### config.mk
export PLATFORM = sky130hd
export DESIGN_NAME = pipeline_trace_emitter_flat
export DESIGN_NICKNAME = d
export VERILOG_FILES = /design/src/rtl/trace_pkg.sv /design/src/rtl/pipeline_trace_emitter_if.sv /design/src/rtl/trace_fifo.sv /design/src/rtl/pipeline_trace_emitter.sv /design/src/flat_wrapper.sv
export SDC_FILE = /design/constraint.sdc
export NUM_CORES = 1
export LEC_CHECK = 0
export BUFFER_PORTS_ARGS = -buffer_cell sky130_fd_sc_hd__buf_2
export CORE_ASPECT_RATIO = 1.75
export CORE_UTILIZATION = 61
export DETAILED_ROUTE_END_ITERATION = 10
export PLACE_DENSITY_LB_ADDON = 0.15
export SLEW_MARGIN = 20
export SYNTH_ARGS = -nofsm -noshare
export SYNTH_HDL_FRONTEND = slang
export SYNTH_SLANG_ARGS = --single-unit
export TNS_END_PERCENT = 20
### constraint.sdc
create_clock -name clk -period 19.3 [get_ports clk]
set_input_delay 3.86 -clock clk [delete_from_list [all_inputs] [get_ports clk]]
set_output_delay 3.86 -clock clk [all_outputs]
set_load 0.02 [all_outputs]
### src/rtl/trace_pkg.sv
// Shared types and constants for the pipeline trace emitter: shadow-slot and
// retirement-record layouts plus cycle/stall counter widths.
package trace_pkg;

    localparam int unsigned CYC_W    = 32;
    localparam int unsigned STALL_W  = 3;
    localparam int unsigned DROP_W   = 16;
    // PC/instr fields are stored at this width; the top zero-extends W-bit words.
    localparam int unsigned PC_W_MAX = 32;

    localparam logic [STALL_W-1:0] STALL_CNT_MAX = 3'd7;
    localparam logic [DROP_W-1:0]  DROP_CNT_MAX  = 16'hFFFF;

    typedef logic [PC_W_MAX-1:0] word_t;
    typedef logic [CYC_W-1:0]    cyc_t;

    typedef struct packed {
        logic                valid;
        word_t               pc;
        word_t               instr;
        cyc_t                fetch_cyc;
        logic [STALL_W-1:0]  stall_cnt;
    } slot_t;

    typedef struct packed {
        word_t               pc;
        word_t               instr;
        cyc_t                fetch_cyc;
        cyc_t                retire_cyc;
        logic [STALL_W-1:0]  stall_cnt;
    } rec_t;

    function automatic logic [STALL_W-1:0] sat_inc_stall(input logic [STALL_W-1:0] cnt);
        return (cnt == STALL_CNT_MAX) ? cnt : cnt + 1'b1;
    endfunction

endpackage

### src/rtl/pipeline_trace_emitter_if.sv
// Pipeline-side inputs and trace-record outputs of the emitter, bundled.
interface pipeline_trace_emitter_if #(
    parameter int unsigned W = 16
);
    import trace_pkg::*;

    logic                if_valid;
    logic [W-1:0]        if_pc;
    logic [W-1:0]        if_instr;
    logic                stall;
    logic                flush;
    logic                out_ready;
    logic                out_valid;
    logic [W-1:0]        out_pc;
    logic [W-1:0]        out_instr;
    logic [CYC_W-1:0]    out_fetch_cyc;
    logic [CYC_W-1:0]    out_retire_cyc;
    logic [STALL_W-1:0]  out_stall_cnt;
    logic [DROP_W-1:0]   drop_cnt;

    modport master (
        output if_valid, if_pc, if_instr, stall, flush, out_ready,
        input  out_valid, out_pc, out_instr, out_fetch_cyc, out_retire_cyc,
               out_stall_cnt, drop_cnt
    );

    modport slave (
        input  if_valid, if_pc, if_instr, stall, flush, out_ready,
        output out_valid, out_pc, out_instr, out_fetch_cyc, out_retire_cyc,
               out_stall_cnt, drop_cnt
    );

endinterface

### src/rtl/trace_fifo.sv
// Retirement-record FIFO; pointers carry one extra wrap bit to tell full from empty.
module trace_fifo #(
    parameter int unsigned DEPTH = 4,
    parameter type         rec_t = logic
) (
    input  logic clk,
    input  logic rst_n,
    input  logic push,
    input  rec_t push_data,
    input  logic pop,
    output rec_t head,
    output logic full,
    output logic empty
);

    localparam int unsigned AW = $clog2(DEPTH);

    logic [AW:0] wr_q;
    logic [AW:0] rd_q;
    rec_t        mem_q [DEPTH];
    logic        do_push;
    logic        do_pop;

    always_comb begin
        empty   = (wr_q == rd_q);
        full    = (wr_q[AW] != rd_q[AW]) && (wr_q[AW-1:0] == rd_q[AW-1:0]);
        do_pop  = pop && !empty;
        // A pop on the same edge frees the slot a full-FIFO push needs.
        do_push = push && (!full || do_pop);
        // Stale storage is never shown: the head reads as zero while empty.
        head    = empty ? '0 : mem_q[rd_q[AW-1:0]];
    end

    always_ff @(posedge clk) begin
        if (!rst_n) begin
            wr_q <= '0;
            rd_q <= '0;
        end else begin
            if (do_push) wr_q <= wr_q + 1'b1;
            if (do_pop)  rd_q <= rd_q + 1'b1;
        end
    end

    always_ff @(posedge clk) begin
        if (do_push) mem_q[wr_q[AW-1:0]] <= push_data;
    end

endmodule

### src/rtl/pipeline_trace_emitter.sv
// Shadows a 5-stage pipeline (F/D/X/M/W) and emits one timestamped trace record
// per retiring instruction through a small FIFO, counting records lost to overflow.
module pipeline_trace_emitter
    import trace_pkg::*;
#(
    parameter int unsigned DEPTH = 4,
    parameter int unsigned W     = 16
) (
    input logic                     clk,
    input logic                     rst_n,
    pipeline_trace_emitter_if.slave bus
);

    slot_t              f_q, d_q, x_q, m_q, w_q;
    cyc_t               cyc_q;
    logic [DROP_W-1:0]  drop_q;

    rec_t               push_rec;
    rec_t               head;
    logic               full;
    logic               empty;
    logic               push;
    logic               pop;
    logic               drop;
    logic               unused_hi;

    always_ff @(posedge clk) begin
        if (!rst_n) begin
            cyc_q <= '0;
            f_q   <= '0;
            d_q   <= '0;
            x_q   <= '0;
            m_q   <= '0;
            w_q   <= '0;
        end else begin
            cyc_q <= cyc_q + 1'b1;
            w_q   <= m_q;
            m_q   <= x_q;
            if (bus.flush) begin
                // The killed D slot moves on as a bubble; fetch is ignored.
                f_q.valid <= 1'b0;
                d_q.valid <= 1'b0;
                x_q       <= '0;
            end else if (bus.stall) begin
                x_q <= '0;
                if (d_q.valid) d_q.stall_cnt <= sat_inc_stall(d_q.stall_cnt);
            end else begin
                x_q <= d_q;
                d_q <= f_q;
                f_q <= '{valid:     bus.if_valid,
                         pc:        word_t'(bus.if_pc),
                         instr:     word_t'(bus.if_instr),
                         fetch_cyc: cyc_q,
                         stall_cnt: {STALL_W{1'b0}}};
            end
        end
    end

    always_comb begin
        push_rec = '{pc:         w_q.pc,
                     instr:      w_q.instr,
                     fetch_cyc:  w_q.fetch_cyc,
                     retire_cyc: cyc_q,
                     stall_cnt:  w_q.stall_cnt};
        push     = w_q.valid;
        pop      = !empty && bus.out_ready;
        drop     = push && full && !pop;
    end

    always_ff @(posedge clk) begin
        if (!rst_n) begin
            drop_q <= '0;
        end else if (drop && (drop_q != DROP_CNT_MAX)) begin
            drop_q <= drop_q + 1'b1;
        end
    end

    trace_fifo #(
        .DEPTH (DEPTH),
        .rec_t (rec_t)
    ) u_fifo (
        .clk       (clk),
        .rst_n     (rst_n),
        .push      (push),
        .push_data (push_rec),
        .pop       (pop),
        .head      (head),
        .full      (full),
        .empty     (empty)
    );

    assign bus.out_valid      = !empty;
    assign bus.out_pc         = head.pc[W-1:0];
    assign bus.out_instr      = head.instr[W-1:0];
    assign bus.out_fetch_cyc  = head.fetch_cyc;
    assign bus.out_retire_cyc = head.retire_cyc;
    assign bus.out_stall_cnt  = head.stall_cnt;
    assign bus.drop_cnt       = drop_q;

    // Upper bits of the widened word fields are always zero.
    assign unused_hi = ^{head.pc, head.instr};

endmodule

### src/flat_wrapper.sv
// flat-port wrapper written by rule: the top's interface ports become plain ports
module pipeline_trace_emitter_flat import trace_pkg::*;
#(
    parameter int unsigned DEPTH = 4,
    parameter int unsigned W     = 16
)
  (clk, rst_n, bus_if_valid, bus_if_pc, bus_if_instr, bus_stall, bus_flush, bus_out_ready, bus_out_valid, bus_out_pc, bus_out_instr, bus_out_fetch_cyc, bus_out_retire_cyc, bus_out_stall_cnt, bus_drop_cnt);
  pipeline_trace_emitter_if #(.W(W)) bus_i ();
  input logic clk;
  input logic rst_n;
  input wire logic [$bits(bus_i.if_valid)-1:0] bus_if_valid;
  input wire logic [$bits(bus_i.if_pc)-1:0] bus_if_pc;
  input wire logic [$bits(bus_i.if_instr)-1:0] bus_if_instr;
  input wire logic [$bits(bus_i.stall)-1:0] bus_stall;
  input wire logic [$bits(bus_i.flush)-1:0] bus_flush;
  input wire logic [$bits(bus_i.out_ready)-1:0] bus_out_ready;
  output wire logic [$bits(bus_i.out_valid)-1:0] bus_out_valid;
  output wire logic [$bits(bus_i.out_pc)-1:0] bus_out_pc;
  output wire logic [$bits(bus_i.out_instr)-1:0] bus_out_instr;
  output wire logic [$bits(bus_i.out_fetch_cyc)-1:0] bus_out_fetch_cyc;
  output wire logic [$bits(bus_i.out_retire_cyc)-1:0] bus_out_retire_cyc;
  output wire logic [$bits(bus_i.out_stall_cnt)-1:0] bus_out_stall_cnt;
  output wire logic [$bits(bus_i.drop_cnt)-1:0] bus_drop_cnt;
  assign bus_i.if_valid = bus_if_valid;
  assign bus_i.if_pc = bus_if_pc;
  assign bus_i.if_instr = bus_if_instr;
  assign bus_i.stall = bus_stall;
  assign bus_i.flush = bus_flush;
  assign bus_i.out_ready = bus_out_ready;
  assign bus_out_valid = bus_i.out_valid;
  assign bus_out_pc = bus_i.out_pc;
  assign bus_out_instr = bus_i.out_instr;
  assign bus_out_fetch_cyc = bus_i.out_fetch_cyc;
  assign bus_out_retire_cyc = bus_i.out_retire_cyc;
  assign bus_out_stall_cnt = bus_i.out_stall_cnt;
  assign bus_drop_cnt = bus_i.drop_cnt;
  pipeline_trace_emitter #(.DEPTH(DEPTH), .W(W)) u_core (.clk(clk), .rst_n(rst_n), .bus(bus_i));
endmodule
==> run metrics, run 1 <==
status=completed; Total Neg Setup Slack=0 ns; total number of vias=13800; Area Overhead vs Synth=12.7%; Required @ worst endpoint=between 15 and 20 ns; Worst Setup Start Kind=flop; GRT Total Usage=between 20 and 25%; post-CTS setup buffer count=0; drt drc=0; Setup crit end=bus_out_fetch_cyc[9]; Synth Cell Area=between 0.02 and 0.03 mm2; clk root buf=clkbuf_16; largest net degree at the start of global routing=109; count of input and output buffers=153; IO Pins=154; CP Class=reg2out; Max Cap Viol=0; Slew HR=31.3%; Critical Path AT=about 3.0 ns; CTS sink cnt=789; Worst R2R Setup Slack=approximately 16 ns; Critical path origin=u_core.u_fifo.wr_q[1]$_SDFFE_PN0P_; post-DP HPWL=between 20 and 30 mm; Synth warnings=0; vias in the first global route=14300; share of the synthesized area in the top cell type=43.8%; Synth area leader=edfxtp_1; Hold Path Class=reg2reg; Area contributors post-synth=edfxtp_1 44%, dfxtp_1 29%, mux4_2 8.2%; most frequent cells in the layout=396 x edfxtp_1, 391 x dfxtp_1, 307 x and2_1, 152 x buf_2, 128 x a22o_1; # rows=slightly above 100; hold path startpoint=u_core.x_q[39]$_SDFF_PP0_; Clock Path Buffers=3; post-synthesis cell type count=43; Clock Power Share=42.7%; Pre-antenna DRT Iters=7; Reg power frac=56.4%; Switching Power=584 uW; pwr dens=102 mW/mm2; top_reg_cell synth=edfxtp_1; Core ar.=0.0436 mm2; Synth Register Bits=a little under 800; critical register-to-register path startpoint=u_core.u_fifo.wr_q[1]$_SDFFE_PN0P_; sw frac=18.8%; Post-Synthesis Cells=1686; CTS tree=built; LEAKAGE=about 0.011 uW; Reg-to-Reg End=u_core.u_fifo.mem_q[0][74]$_DFFE_PP_; ys async rst share=0%; fillers=~2900; worst slew pin tran=around 1.0 ns; Final Hold Fails=0; Worst R2R Path Depth=5; commonest non-fill, non-tap cell in the layout=edfxtp_1; fmax=146 MHz; sequential-to-total area share from yosys stat=72.8%; Clock transition at path regs=0.07 ns; Starting Density=62.3%; Resized cells post-CTS=0; Final Cycle Share=35.5%; CP Max Fanout=between 60 and 70; Post-synth EDFFs=396; Syn Area/Cell=16.1 um2; GR Overflow Total=0; Comb power frac=less than 1%; htree depth=3; Die Width=161 um; initial antenna violation count=3; # setup viols final=0; Worst setup EP type=primary output; internal power=2520 uW; post-route ant nets=0; Die Height=281 um; clk_skew=0.0189 ns; WL/cell=19.5 um; # hold bufs at CTS=0; layout cell share with drive strength beyond 1=20.8%; wirelength, routed=47.6 mm; First DRT Iteration DRCs=888; Min Clock Period, post-route=roughly 6.8 ns; Final nets=1875; Num CTS Buffers=66; drt via density=5.66; syn_nets=1733; gpl congestion=0.753; maximum vdd drop=0.0857 mV; Final Max Tran Viols=0; Worst-Skew Late Latency=between 0.5 and 0.6 ns; first-pass GRT wire length=75.9 mm; Total Power=3110 uW; die area=around 0.045 mm2; RSZ-0062 raised after global routing=false
-- sequential cells by signal (all words and copies together) (netlist names), named ones only --
signal / cells
u_core.push: 1
u_core.u_fifo.wr_q: 3
u_core.push_rec: 67
u_core.d_q: 68
u_core.bus.drop_cnt: 16
u_core.u_fifo.rd_q: 3
u_core.u_fifo.mem_q: 396
u_core.cyc_q: 32
u_core.f_q: 65
u_core.x_q: 68
u_core.m_q: 68
-- worst max-delay path, cell delays in order, from the launching register on --
cell,delay (ns)
dfxtp_1,0.42
xor2_1,0.32
or3_2,0.63
buf_4,0.57
and2_1,0.23
buf_2,0.17
-- logic make-up (layout without fill, tap and decap cells) --
logic type	Yosys count	in the layout	synth area share, %
other cells	0	1	0
flops	789	789	72.8
xor+xnor	19	19	0.613
mux	111	111	8.67
buf+inv	114	306	1.71
simple gates	451	451	10.1
fa+ha+maj	9	9	0.415
compound gates	193	193	5.66
-- power groups by stage --
stage | registers (uW) | clock network (uW) | logic [uW]
6_report | 1750 | 1330 | 28.2
5_1_grt | 1750 | 1420 | 31.4
4_1_cts | 1750 | 1360 | 28.9
3_5_place_dp | 1790 | 0 | 28.8
3_3_place_gp | 1790 | 0 | 28.2
2_1_floorplan | 1790 | 0 | 19.1
-- Yosys cell counts, types with 5 or more instances --
cell	instances
a21oi_1	27
a22o_1	128
and2_1	307
and4_1	5
buf_2	12
clkbuf_1	83
dfxtp_1	393
edfxtp_1	396
ha_1	9
inv_1	15
mux2i_1	10
mux4_2	99
nand2_1	22
nand2b_1	9
nand3_1	18
nand4_1	6
nor2_1	28
nor4_1	9
o21ai_0	10
o31ai_1	17
or3_1	11
or4_1	18
xnor2_1	11
xor2_1	8
-- metrics by stage --
stage / instance area, um2 / utilization (%) / setup slack [ns] / hold slack, ns / std cells
final: 30600 / 70.2 / 12.45 / 0.414 / 2445
after floorplan: 27100 / - / 10.59 / 0.412 / 1686
after global placement: 28400 / 65.2 / 12.99 / 0.414 / 2326
after detailed placement: 28400 / 65.2 / 12.96 / 0.417 / 2326
after CTS: 30600 / 70.2 / 12.34 / 0.425 / 2444
after global routing: 30600 / 70.2 / 12.21 / 0.444 / 2445
-- cell type report --
class,count,area (um2),share of cell area [%]
clock buffer,94,1930,6.32
clock inverter,24,251,0.822
multi-input combinational,783,6970,22.8
timing repair buffer,173,918,3.00
tap,566,708,2.31
sequential,789,19800,64.6
inverter,15,56.3,0.184
antenna,1,2.50,0.00818
-- per-layer routing --
metal | track usage (%) | share of wire (%) | vias to the layer above
li1 | - | - | 6546
met1 | 26.8 | 41 | 6962
met2 | 38.9 | 53 | 267
met3 | 3.51 | 3.8 | 68
met4 | 6.65 | 1.9 | 0
met5 | 0 | 0 | -
-- how the worst min path moves through the flow --
stage / endpoint / slack [ns] / cells after the start
2_1_floorplan: u_core.m_q[0]$_SDFF_PN0_ / 0.41 / 1
3_3_place_gp: u_core.m_q[74]$_SDFF_PN0_ / 0.41 / 1
3_5_place_dp: u_core.m_q[24]$_SDFF_PN0_ / 0.42 / 1
4_1_cts: u_core.push_rec[82]$_SDFF_PN0_ / 0.42 / 1
5_1_grt: u_core.m_q[81]$_SDFF_PN0_ / 0.44 / 1
6_report: u_core.m_q[39]$_SDFF_PN0_ / 0.41 / 1
Power figures use the tool's default switching activity.
==> run 2, diff against run 1 <==
CORE_UTILIZATION = 60   (was 61)
clock period = 6.6 ns   (was 19.3 ns; I/O delays follow)
==> run metrics, run 2 (same netlist as run 1, synthesis figures left out) <==
Total Neg Setup Slack=0 ns (unchanged); Worst setup EP type=primary output; pwr dens=296 mW/mm2 (+190%); Final Max Tran Viols=0 (unchanged); Clock transition at path regs=0.06 ns (about the same); CP Class=reg2out; final core occ=69.2% (-0.95 points); # rows=102 (+0.99%); IO Pins=154 (unchanged); Core ar.=0.0444 mm2 (+1.9%); worst slew pin tran=1.07 ns (+0.0376 ns); RSZ-0062 raised after global routing=false; Worst R2R Path Depth=5 (unchanged); drt drc=0 (unchanged); worst path cell trace=buf_4, mux4_2, and2_1, buf_2; fillers=2958 (+1.5%); wirelength, routed=48.4 mm (+1.7%); sw frac=19.4% (+0.60 points); Worst-Skew Late Latency=0.59 ns (about the same); critical register-to-register path startpoint=u_core.u_fifo.wr_q[1]$_SDFFE_PN0P_; status=completed; Clock Path Buffers=3 (unchanged); vias in the first global route=14400 (+0.91%); Max Cap Viol=0 (unchanged); post-DP HPWL=28.8 mm (+1.4%); Switching Power=1760 uW (+200%); First DRT Iteration DRCs=753 (-15%); antenna cells=0 (-1); Num CTS Buffers=68 (+3.0%); Reg-to-Reg End=u_core.u_fifo.mem_q[0][52]$_DFFE_PP_; multi-input logic area=0.00699 mm2 (+0.27%); Worst Setup Start Kind=flop; hold path startpoint=u_core.m_q[10]$_SDFF_PN0_; Starting Density=61.1% (-1.1 points); maximum vdd drop=0.273 mV (+220%); Resized cells post-CTS=0 (unchanged); Required @ worst endpoint=5.28 ns (-10.16 ns); slowest stage cell, crit path=dfxtp_4; Area Overhead vs Synth=13.3%; CTS tree=built; post-CTS setup buffer count=0 (unchanged); clk_skew=0.0192 ns (+0.000241 ns); LEAKAGE=0.0113 uW (+0.27%); largest net degree at the start of global routing=152 (+39%); layout cell share with drive strength beyond 1=20.8% (+0.051 points); # hold bufs at CTS=0 (unchanged); # setup viols final=0 (unchanged); Min Clock Period, post-route=4.37 ns; count of input and output buffers=153 (unchanged); post-route ant nets=0 (unchanged); hold path depth=1 (unchanged); Clock Power Share=42.7% (about the same); Final Cycle Share=66.2%; internal power=7330 uW (+190%); Die Width=163 um (+0.82%); Largest register FFs=396 (unchanged); drt via density=5.63 (-0.55%); Critical Path AT=3.05 ns (+0.06 ns); gpl congestion=0.760 (+0.94%); Pre-antenna DRT Iters=5 (-2); Die Height=283 um (+0.82%); Final Hold Fails=0 (unchanged); first-pass GRT wire length=77.1 mm (+1.6%); GR Overflow Total=0 (unchanged); WHS Endpoint=u_core.push_rec[42]$_SDFF_PN0_; Crit path largest cell delay=1.02 ns (+0.39 ns); GRT Total Usage=21.7% (+0.042 points); CTS sink cnt=789 (unchanged); fmax=229 MHz; Comb power frac=1.0% (about the same); Final nets=1874 (-0.053%); Slew HR=28.6% (-2.7 points); CP Max Fanout=63 (-3.1%); Hold Path Class=reg2reg; register area=0.0198 mm2 (unchanged); clk root buf=clkbuf_16; commonest non-fill, non-tap cell in the layout=edfxtp_1; Reg power frac=56.4% (about the same); initial antenna violation count=1 (-2); die area=0.0461 mm2 (+1.7%); Worst R2R Setup Slack=3.84 ns (-12.64 ns); total number of vias=13800 (-0.14%); htree depth=3 (unchanged); most frequent cells in the layout=396 x edfxtp_1, 391 x dfxtp_1, 307 x and2_1, 152 x buf_2, 128 x a22o_1; WL/cell=19.7 um (+1.2%)
[run 2: changes by cell type in the layout (fill, tap and decap cells not counted), sizes merged]
cell / previous run / this run
bufinv: 5 / 2
buf: 173 / 170
diode: 1 / 0
clkbuf: 94 / 99
inv: 19 / 22
clkinv: 13 / 16
[run 2: metal layers]
layer	share of wire, %	global-route usage (%)	up-vias
li1	-	-	6542
met5	0	0	-
met3	3.8	3.42	87
met1	40	25.5	6904
met2	53	39.4	290
met4	2.9	8.32	0
[run 2: critical path: cells and delay by family (launching register included)]
| kind | cells | cell delay [ns] |
|---|---|---|
| DFF | 1 | 1.02 |
| buffers and inverters | 2 | 0.77 |
| muxes | 1 | 0.41 |
| and+or+nand+nor | 1 | 0.18 |
[run 2: layout make-up]
type / count / area share [%]
clock buffer: 99 / 6.45
clock inverter: 27 / 0.704
inverter: 15 / 0.183
multi-input combinational: 783 / 22.7
sequential: 789 / 64.3
tap: 572 / 2.33
timing repair buffer: 170 / 3.34
[run 2: worst max-delay path by stage]
stage	start	end	depth (start not counted)
6_report	flop	bus_out_pc[10]	4
5_1_grt	flop	bus_out_fetch_cyc[4]	4
4_1_cts	u_core.u_fifo.wr_q[1]$_SDFFE_PN0P_	bus_out_instr[5]	5
3_5_place_dp	rst_n	u_core.d_q[13]$_SDFFE_PN0P_	6
3_3_place_gp	flop	bus_out_fetch_cyc[16]	4
2_1_floorplan	bus_out_ready	u_core.u_fifo.mem_q[0][0]$_DFFE_PP_	2
[run 2: through the flow]
stage          instances  total power, uW  hold slack (ns)  worst slack, ns  area (um2)
5_1_grt             2455             9380            0.438             2.09       30800
2_1_floorplan       1686             5280            0.412            0.435       27100
6_report            2455             9090            0.422             2.23       30800
3_3_place_gp        2325             5320            0.413             2.66       28500
4_1_cts             2454             9190            0.427             2.13       30700
3_5_place_dp        2328             5320            0.418             2.77       28500
[run 2: power by group through the flow]
stage	registers, uW	clock network [uW]	logic [uW]
floorplan	5230	0	55.9
global placement	5230	0	87.9
detailed placement	5230	0	88.7
CTS	5120	3970	89.2
global route	5120	4160	96.7
finish	5120	3880	87.5
